`src/rtl/run_scorer.sv`:
```
// Per-frame score keeper and game-over controller: BCD coin scoring with
// saturation, retained high score, and a timed DEAD hold with blink output.
module run_scorer #(
    parameter int unsigned DIGITS     = 4,
    parameter int unsigned DEAD_HOLD  = 120,
    parameter int unsigned BLINK_HALF = 16
) (
    input  logic                  clk,
    input  logic                  rst_n,
    input  logic                  play,
    input  logic [2:0]            coin_hit,
    input  logic [3:0]            fatal_hit,
    input  logic                  restart,
    output logic [4*DIGITS-1:0]   score,
    output logic [4*DIGITS-1:0]   high_score,
    output logic                  game_over,
    output logic                  blink,
    output logic [1:0]            state_o
);

    localparam int unsigned W  = 4 * DIGITS;
    localparam int unsigned HW = (DEAD_HOLD > 1) ? $clog2(DEAD_HOLD) : 1;
    localparam int unsigned BW = (BLINK_HALF > 1) ? $clog2(BLINK_HALF) : 1;

    localparam logic [HW-1:0] HOLD_MAX  = HW'(DEAD_HOLD - 1);
    localparam logic [BW-1:0] BLINK_MAX = BW'(BLINK_HALF - 1);
    localparam logic [W-1:0]  ALL_NINES = {DIGITS{4'h9}};

    typedef enum logic [1:0] {
        ST_IDLE = 2'd0,
        ST_RUN  = 2'd1,
        ST_DEAD = 2'd2,
        ST_BAD  = 2'd3
    } state_e;

    state_e          state_q, state_d;
    logic [W-1:0]    score_q, score_d;
    logic [W-1:0]    high_q, high_d;
    logic [HW-1:0]   hold_q, hold_d;
    logic [BW-1:0]   bcnt_q, bcnt_d;
    logic            blink_q, blink_d;
    logic            go_q, go_d;

    logic [1:0]      n_coins;
    logic [W-1:0]    sat_sum;
    logic [W-1:0]    new_high;
    logic            fatal_any;

    assign fatal_any = |fatal_hit;
    assign n_coins   = 2'(coin_hit[0]) + 2'(coin_hit[1]) + 2'(coin_hit[2]);

    // Ripple BCD add of 0..3; a carry out of the top digit means overflow.
    always_comb begin
        logic [4:0]   dsum;
        logic [1:0]   carry;
        logic [W-1:0] sum_bcd;
        carry   = n_coins;
        sum_bcd = '0;
        dsum    = '0;
        for (int unsigned i = 0; i < DIGITS; i++) begin
            dsum = {1'b0, score_q[4*i +: 4]} + {3'b000, carry};
            if (dsum > 5'd9) begin
                sum_bcd[4*i +: 4] = 4'(dsum - 5'd10);
                carry             = 2'd1;
            end else begin
                sum_bcd[4*i +: 4] = dsum[3:0];
                carry             = 2'd0;
            end
        end
        sat_sum = (carry != 2'd0) ? ALL_NINES : sum_bcd;
    end

    // Valid BCD orders the same as plain binary, so a vector compare suffices.
    assign new_high = (sat_sum > high_q) ? sat_sum : high_q;

    always_ff @(posedge clk or negedge rst_n) begin
        if (!rst_n) begin
            state_q <= ST_IDLE;
            score_q <= '0;
            high_q  <= '0;
            hold_q  <= '0;
            bcnt_q  <= '0;
            blink_q <= 1'b0;
            go_q    <= 1'b0;
        end else begin
            state_q <= state_d;
            score_q <= score_d;
            high_q  <= high_d;
            hold_q  <= hold_d;
            bcnt_q  <= bcnt_d;
            blink_q <= blink_d;
            go_q    <= go_d;
        end
    end

    always_comb begin
        state_d = state_q;
        case (state_q)
            ST_IDLE: if (play) state_d = ST_RUN;
            ST_RUN: begin
                if (fatal_any)  state_d = ST_DEAD;
                else if (!play) state_d = ST_IDLE;
            end
            ST_DEAD: if (restart && (hold_q == HOLD_MAX)) state_d = ST_IDLE;
            default: state_d = ST_IDLE;
        endcase
    end

    always_comb begin
        score_d = score_q;
        high_d  = high_q;
        hold_d  = hold_q;
        bcnt_d  = bcnt_q;
        blink_d = blink_q;
        go_d    = (state_d == ST_DEAD);
        case (state_q)
            ST_IDLE: if (play) score_d = '0;
            ST_RUN: begin
                score_d = sat_sum;
                if (fatal_any || !play) high_d = new_high;
                if (fatal_any) begin
                    hold_d  = '0;
                    bcnt_d  = '0;
                    blink_d = 1'b1;
                end
            end
            ST_DEAD: begin
                if (state_d == ST_IDLE) begin
                    hold_d  = '0;
                    bcnt_d  = '0;
                    blink_d = 1'b0;
                end else begin
                    if (hold_q != HOLD_MAX) hold_d = hold_q + 1'b1;
                    if (bcnt_q == BLINK_MAX) begin
                        bcnt_d  = '0;
                        blink_d = ~blink_q;
                    end else begin
                        bcnt_d = bcnt_q + 1'b1;
                    end
                end
            end
            default: begin
                hold_d  = '0;
                bcnt_d  = '0;
                blink_d = 1'b0;
            end
        endcase
    end

    assign score      = score_q;
    assign high_score = high_q;
    assign game_over  = go_q;
    assign blink      = blink_q;
    assign state_o    = state_q;

endmodule

```
`config.mk`:
```
export PLATFORM = sky130hd
export DESIGN_NAME = run_scorer
export DESIGN_NICKNAME = d
export VERILOG_FILES = /design/src/rtl/run_scorer.sv
export SDC_FILE = /design/constraint.sdc
export NUM_CORES = 1
export LEC_CHECK = 0
export BUFFER_PORTS_ARGS = -buffer_cell sky130_fd_sc_hd__buf_2
export CAP_MARGIN = 0
export CORE_UTILIZATION = 30
export DETAILED_ROUTE_END_ITERATION = 16
export PLACE_DENSITY = 0.47
export SYNTH_ARGS = -nofsm -noshare
export SYNTH_HDL_FRONTEND = slang
export SYNTH_SLANG_ARGS = --single-unit
```
`constraint.sdc`:
```
create_clock -name clk -period 15.6 [get_ports clk]
set_input_delay 3.9 -clock clk [delete_from_list [all_inputs] [get_ports clk]]
set_output_delay 3.9 -clock clk [all_outputs]
set_load 0.02 [all_outputs]
```
After elaboration in Yosys (flattened, before gate mapping)
Index checks and enable logic that the tools add are counted.
{"block": "totals", "elab_cells": 77, "out_inout_bits": 36, "register_bits": 47}
{"block": "op_classes", "bitwise_logic": 2, "addsub": 12, "muxes": 28, "n_lt_le_gt_ge": 5, "eq_ne": 10, "reduce_logical": 13}
{"cell": "16-bit 2-to-1 mux", "count": 2}
{"cell": "16-bit one-hot mux with 2 select lines", "count": 1}
{"cell": "4-bit 2-to-1 mux", "count": 7}
{"cell": "7-bit 2-to-1 mux", "count": 3}
{"cell": "7-bit one-hot mux with 3 select lines", "count": 1}
{"cell": "5-bit by 4-bit > comparator with 1-bit output, second input constant", "count": 4}
{"cell": "16-bit > comparator", "count": 1}
{"cell": "4-bit subtractor, second input constant", "count": 4}
{"cell": "4-bit by 1-bit adder with 5-bit output", "count": 3}
{"cell": "4-bit one-hot mux with 3 select lines", "count": 1}
{"cell": "3-bit AND reduction", "count": 3}
{"cell": "2-bit 2-to-1 mux", "count": 4}
{"cell": "7-bit by 1-bit adder with 7-bit output, second input constant", "count": 1}
{"cell": "7-bit equality test, second input constant", "count": 1}
{"cell": "1-bit 2-to-1 mux", "count": 7}
{"cell": "7-bit != test, second input constant", "count": 1}
{"cell": "3-bit != test, second input constant", "count": 2}
{"cell": "2-bit one-hot mux with 3 select lines", "count": 1}
{"cell": "4-bit by 2-bit adder with 5-bit output", "count": 1}
{"cell": "4-bit by 1-bit adder with 4-bit output, second input constant", "count": 1}
{"cell": "2-bit equality test, second input constant", "count": 2}
{"cell": "4-bit equality test, second input constant", "count": 1}
{"cell": "2-bit zero test", "count": 2}
{"cell": "2-bit != test, second input constant", "count": 2}
{"cell": "11 further kinds", "count": 14}

Depth between registers and ports, before layout
{"block": "logic_depth", "ltp_word": 18, "depth_mapped": 36, "depth_no_buf": 32}

Worst setup path after synthesis
Ideal clock, no wire load.
{"block": "synth_timing", "path_kind": "input -> register", "from": "input port coin_hit[0]", "to": "register high_q[10] (netlist: high_score[10])", "n_path_buf": 3, "arrival_ns": 10.855, "path_stages": 34, "setup_slack_ns": 4.620, "cell_sequence": "fa_1 -> ha_1 -> fa_1 -> clkbuf_1 -> inv_1 -> nand2_1 -> a31oi_1 -> nor2_1 -> ha_1 -> nand3_1 -> xnor2_1 -> nor2b_1 -> o21ai_0 -> nand2_1 -> ha_1 -> nand3_1 -> xnor2_1 -> mux2i_1 -> o21ai_0 -> ha_1 -> ha_1 -> o21a_1 -> o221a_2 -> clkbuf_1 -> or2_2 -> ha_1 -> nand4_1 -> nor4_1 -> nand2_1 -> nor3_1 -> a32oi_2 -> a21oi_4 -> buf_12 -> mux2_4"}
{"block": "synth_between", "elab_chain_cells": 18, "word_cells_on_any_way": 26, "cone_classes": "add/sub: 10; order compare: 5; mux: 9; reduce/logical: 2"}
{"item": "from (decl)", "line_no": "11", "rtl": "input logic [2:0] coin_hit,"}
{"item": "1-bit by 1-bit adder with 2-bit output *", "line_no": "50", "rtl": "assign n_coins = 2'(coin_hit[0]) + 2'(coin_hit[1]) + 2'(coin_hit[2]);"}
{"item": "2-bit by 1-bit adder with 2-bit output *", "line_no": "50"}
{"item": "4-bit by 2-bit adder with 5-bit output *", "line_no": "61", "rtl": "dsum = {1'b0, score_q[4*i +: 4]} + {3'b000, carry};"}
{"item": "5-bit by 4-bit > comparator with 1-bit output *", "line_no": "62", "rtl": "if (dsum > 5'd9) begin"}
{"item": "1-bit 2-to-1 mux *", "line_no": "62"}
{"item": "4-bit by 1-bit adder with 5-bit output *", "line_no": "61"}
{"item": "5-bit by 4-bit > comparator with 1-bit output *", "line_no": "62"}
{"item": "1-bit 2-to-1 mux *", "line_no": "62"}
{"item": "(+3 left out)"}
{"item": "4-bit by 1-bit adder with 5-bit output *", "line_no": "61"}
{"item": "5-bit by 4-bit > comparator with 1-bit output", "line_no": "62"}
{"item": "1-bit 2-to-1 mux", "line_no": "62"}
{"item": "2-bit nonzero test", "line_no": "70", "rtl": "sat_sum = (carry != 2'd0) ? ALL_NINES : sum_bcd;"}
{"item": "16-bit 2-to-1 mux *", "line_no": "70"}
{"item": "net sat_sum[12]", "line_no": "45", "rtl": "logic [W-1:0] sat_sum;"}
{"item": "16-bit > comparator *", "line_no": "74", "rtl": "assign new_high = (sat_sum > high_q) ? sat_sum : high_q;"}
{"item": "3-bit AND reduction (no source line) *"}
{"item": "to (signal assigned)", "line_no": "88", "rtl": "high_q <= high_d;"}
{"item": "to (decl)", "line_no": "38", "rtl": "logic [W-1:0] high_q, high_d;"}
Mark *: on every way through the listed nets, which the timed path passes. The rest lies on a longest branch.
A chain may end at the register's enable or synchronous reset.

Final worst setup path
{"block": "layout_timing", "from": "input port coin_hit[0]", "to": "register high_q[1] (netlist: high_score[1])"}
{"block": "layout_between", "elab_chain_cells": 18, "word_cells_on_any_way": 26, "cone_classes": "add/sub: 10; order compare: 5; mux: 9; reduce/logical: 2"}
{"item": "1-bit by 1-bit adder with 2-bit output *", "line_no": "50"}
{"item": "2-bit by 1-bit adder with 2-bit output *", "line_no": "50"}
{"item": "4-bit by 2-bit adder with 5-bit output *", "line_no": "61"}
{"item": "5-bit by 4-bit > comparator with 1-bit output *", "line_no": "62"}
{"item": "1-bit 2-to-1 mux *", "line_no": "62"}
{"item": "4-bit by 1-bit adder with 5-bit output *", "line_no": "61"}
{"item": "5-bit by 4-bit > comparator with 1-bit output *", "line_no": "62"}
{"item": "1-bit 2-to-1 mux *", "line_no": "62"}
{"item": "(+3 left out)"}
{"item": "4-bit by 1-bit adder with 5-bit output", "line_no": "61"}
{"item": "5-bit by 4-bit > comparator with 1-bit output", "line_no": "62"}
{"item": "1-bit 2-to-1 mux", "line_no": "62"}
{"item": "2-bit nonzero test", "line_no": "70"}
{"item": "16-bit 2-to-1 mux *", "line_no": "70"}
{"item": "net sat_sum[11]", "line_no": "45"}
{"item": "16-bit > comparator *", "line_no": "74"}
{"item": "3-bit AND reduction (no source line) *"}
Marked as above.

==> results.toml <==
[outcome]
outcome = "finished, final reports clean"

[setup_path]
rrSetupSlack_ns = 7.31
slowest_stage = "fa_1"
end_kind = "flop"
crit_path_start_kind = "input port"
slowest_delay_ns = 0.64
cp.required_ns = 15.79
cp_max_fo = 15
path_class = "in2reg"
cp.arrival_ns = 11.80
cp_common_cell = "ha_1"
ff2ff_path_depth = 31
crit_path_start = "coin_hit[0]"
critPathCapture = "high_score[1]"
rr_endpoint = "high_score[1]"
r2r_start = "score[0]"

[detailed_routing]
drt_wl_total_um = 7498
dr.first_iter.drc_count = 104
post-route-drc-count = 0
wl_per_cell_um = 14.07
drtAntennaViolNets = 0
vias = 2699
viasPerCell = 5.064
drtPass1Iterations = 4

[timing]
fmaxAchievable_ghz = 0.08611
relSlewSlack = 0.2672
slew_viol_final = 0
setup-tns-final_ns = 0
worstMarginPinSlew_ns = 1.099
hold_viol_final = 0
period_minus_slack_ns = 11.61
rsz0062_at_grt = "no"
hold_slack_ns = 0.5125
setup_ws_ns = 3.987
setup_violations = 0
fin_worst_skew_ns = 0.006318
fin_crit_sh = 0.7444

[die]
top_level_ports = 47
fp.dieH_um = 107.2
die_area_mm2 = 0.01150
fp-row-count = 38
chipWidth_um = 107.2
coreArea_mm2 = 0.01079
start_util = 0.3078

[synthesis]
synth_top_area_frac = 0.3540
avgSynthCellArea_um2 = 9.464
netlist_top_cells_count = "47 x dfrtp_1, 32 x ha_1, 31 x nand2_1"
yosysMostFrequentCell = "dfrtp_1"
yosys_warnings = 0
synth_area_mm2 = 0.003322
yosysTopAreaCell = "dfrtp_1"
synthFlopType = "dfrtp_1"
yosysSeqAreaShare = 0.3540
ys_types = 57
syn_inst = 351
synthTopCellsByArea = "dfrtp_1 35%, ha_1 12%, a22o_1 4.2%"
synth-edff-count = 0
ys_ff_latch = 47
synthArstFlopShare = 1.000
synth_fp_nets = 396

[clock_network]
clk_latency_ns = 0.30
clkSlewWorstSetupHoldPaths_ns = 0.09
hold_buffers = 0
cts_buffers = 5
cts_tree = "done"
cts-root-buf = "clkbuf_8"
ctsResizeCount = 0
cts_post_setup_buffers_inserted = 0
cts_sinks = 47
clk_path_buf_depth = 2
htree_levels = 2

[final_layout]
fin_area_mm2 = 0.003766
synthToLayoutAreaGrowth_pct = 13.37
fill_cells = 1109
antennaDiodeCount = 0
layout.nets = 437
post_route_cells_drive_above_1_share = 0.2112

[place]
place_area_mm2 = 0.003666
finalWeightedCongestion = 0.7928
dp_hpwl_um = 5497
dp_slack_ns = 3.637
io_buffers = 46

[global_routing]
grt_use_total = 0.1391
grt_pass1_vias = 2576
grt_pass1_wl_um = 12650
grt_antenna_before_repair = 0
grt.overflow.total = 0
grt_start_max_net_pins = 48

[run]
drv_cap = 0

[power]
p_per_area_mw_per_mm2 = 104.4
p_total_mw = 0.3933
power.leakage_nw = 1.780
ir_drop_mv = 0.07543

[worst_hold_path]
hold_path_class = "reg2reg"
worst max-delay path: cells and delay by family:
| family | cells | cell delay, ns |
|---|---|---|
| and+or+nand+nor | 10 | 1.64 |
| AOI/OAI and AO/OA | 8 | 1.98 |
| adders and majority gates | 8 | 2.50 |
| buffers and inverters | 2 | 0.23 |
| xor gates and xnor gates | 2 | 1.04 |
| muxes | 2 | 0.53 |
flip-flops by register name, indices dropped and copies added, names as in the netlist:
name / flops
bcnt_q: 4
blink: 1
game_over: 1
high_score: 16
hold_q: 7
score: 16
state_o: 2
worst min path at each step:
stage / from / to / slack [ns] / depth (start not counted)
6_report: hold_q[0] / hold_q[0] / 0.51 / 1
5_1_grt: hold_q[5] / hold_q[5] / 0.55 / 1
4_1_cts: hold_q[4] / hold_q[4] / 0.52 / 1
3_5_place_dp: hold_q[0] / hold_q[0] / 0.51 / 1
3_3_place_gp: bcnt_q[1] / bcnt_q[1] / 0.50 / 2
2_1_floorplan: hold_q[4] / hold_q[4] / 0.47 / 1
cell usage in the layout, fill, tap and decap left out, types with 3 or more instances in the layout:
cell type / instances
a211oi_1: 4
a21o_1: 4
a21oi_1: 16
a22o_1: 16
a311o_1: 3
a31oi_1: 5
and2_1: 3
buf_2: 46
clkbuf_8: 7
dfrtp_1: 47
ha_1: 32
inv_1: 28
mux2_2: 5
mux2_4: 8
mux2i_1: 5
nand2_1: 31
nand2b_1: 3
nand3_1: 8
nand3b_1: 4
nand4_1: 6
nor2_1: 28
nor2b_1: 4
nor3_1: 5
nor4b_1: 3
o21a_1: 3
o21ai_0: 24
or2_2: 3
xnor2_1: 7
metrics by stage:
stage | util | cells
3_5_place_dp | 0.3397 | 525
6_report | 0.3489 | 533
4_1_cts | 0.3489 | 533
5_1_grt | 0.3489 | 533
2_1_floorplan | - | 351
3_3_place_gp | 0.3397 | 525
cell families (layout without fill, tap and decap cells):
| family | after synthesis | after routing | share of synthesized area |
|---|---|---|---|
| mux | 19 | 19 | 0.07156 |
| simple gates | 106 | 106 | 0.1605 |
| flops | 47 | 47 | 0.3540 |
| xor+xnor | 8 | 8 | 0.02335 |
| buf+inv | 41 | 83 | 0.05235 |
| compound gates | 96 | 96 | 0.2057 |
| fa+ha+maj | 34 | 34 | 0.1326 |
layout make-up:
class                      count  area, µm²  share of cell area
clock buffer                   8      100.1             0.02658
inverter                      28      105.1             0.02791
multi-input combinational    263       1972              0.5236
sequential                    47       1176              0.3123
tap                          140      175.2             0.04651
timing repair buffer          47      237.7             0.06312
per-layer routing:
| layer | track usage | vias up | share of wire |
|---|---|---|---|
| li1 | - | 1345 | - |
| met1 | 0.1813 | 1299 | 0.48 |
| met2 | 0.2378 | 48 | 0.49 |
| met3 | 0.02310 | 7 | 0.028 |
| met4 | 0.03523 | 0 | 0.0099 |
| met5 | 0 | - | 0 |
power by group:
group | leakage, nW | switching, mW | total (mW) | internal (mW)
clock | 0.0515 | 0.0410 | 0.0815 | 0.0405
combinational | 1.09 | 0.106 | 0.169 | 0.0638
sequential | 0.641 | 0.0111 | 0.142 | 0.131
Note: power is estimated with default switching activity, not from simulation.
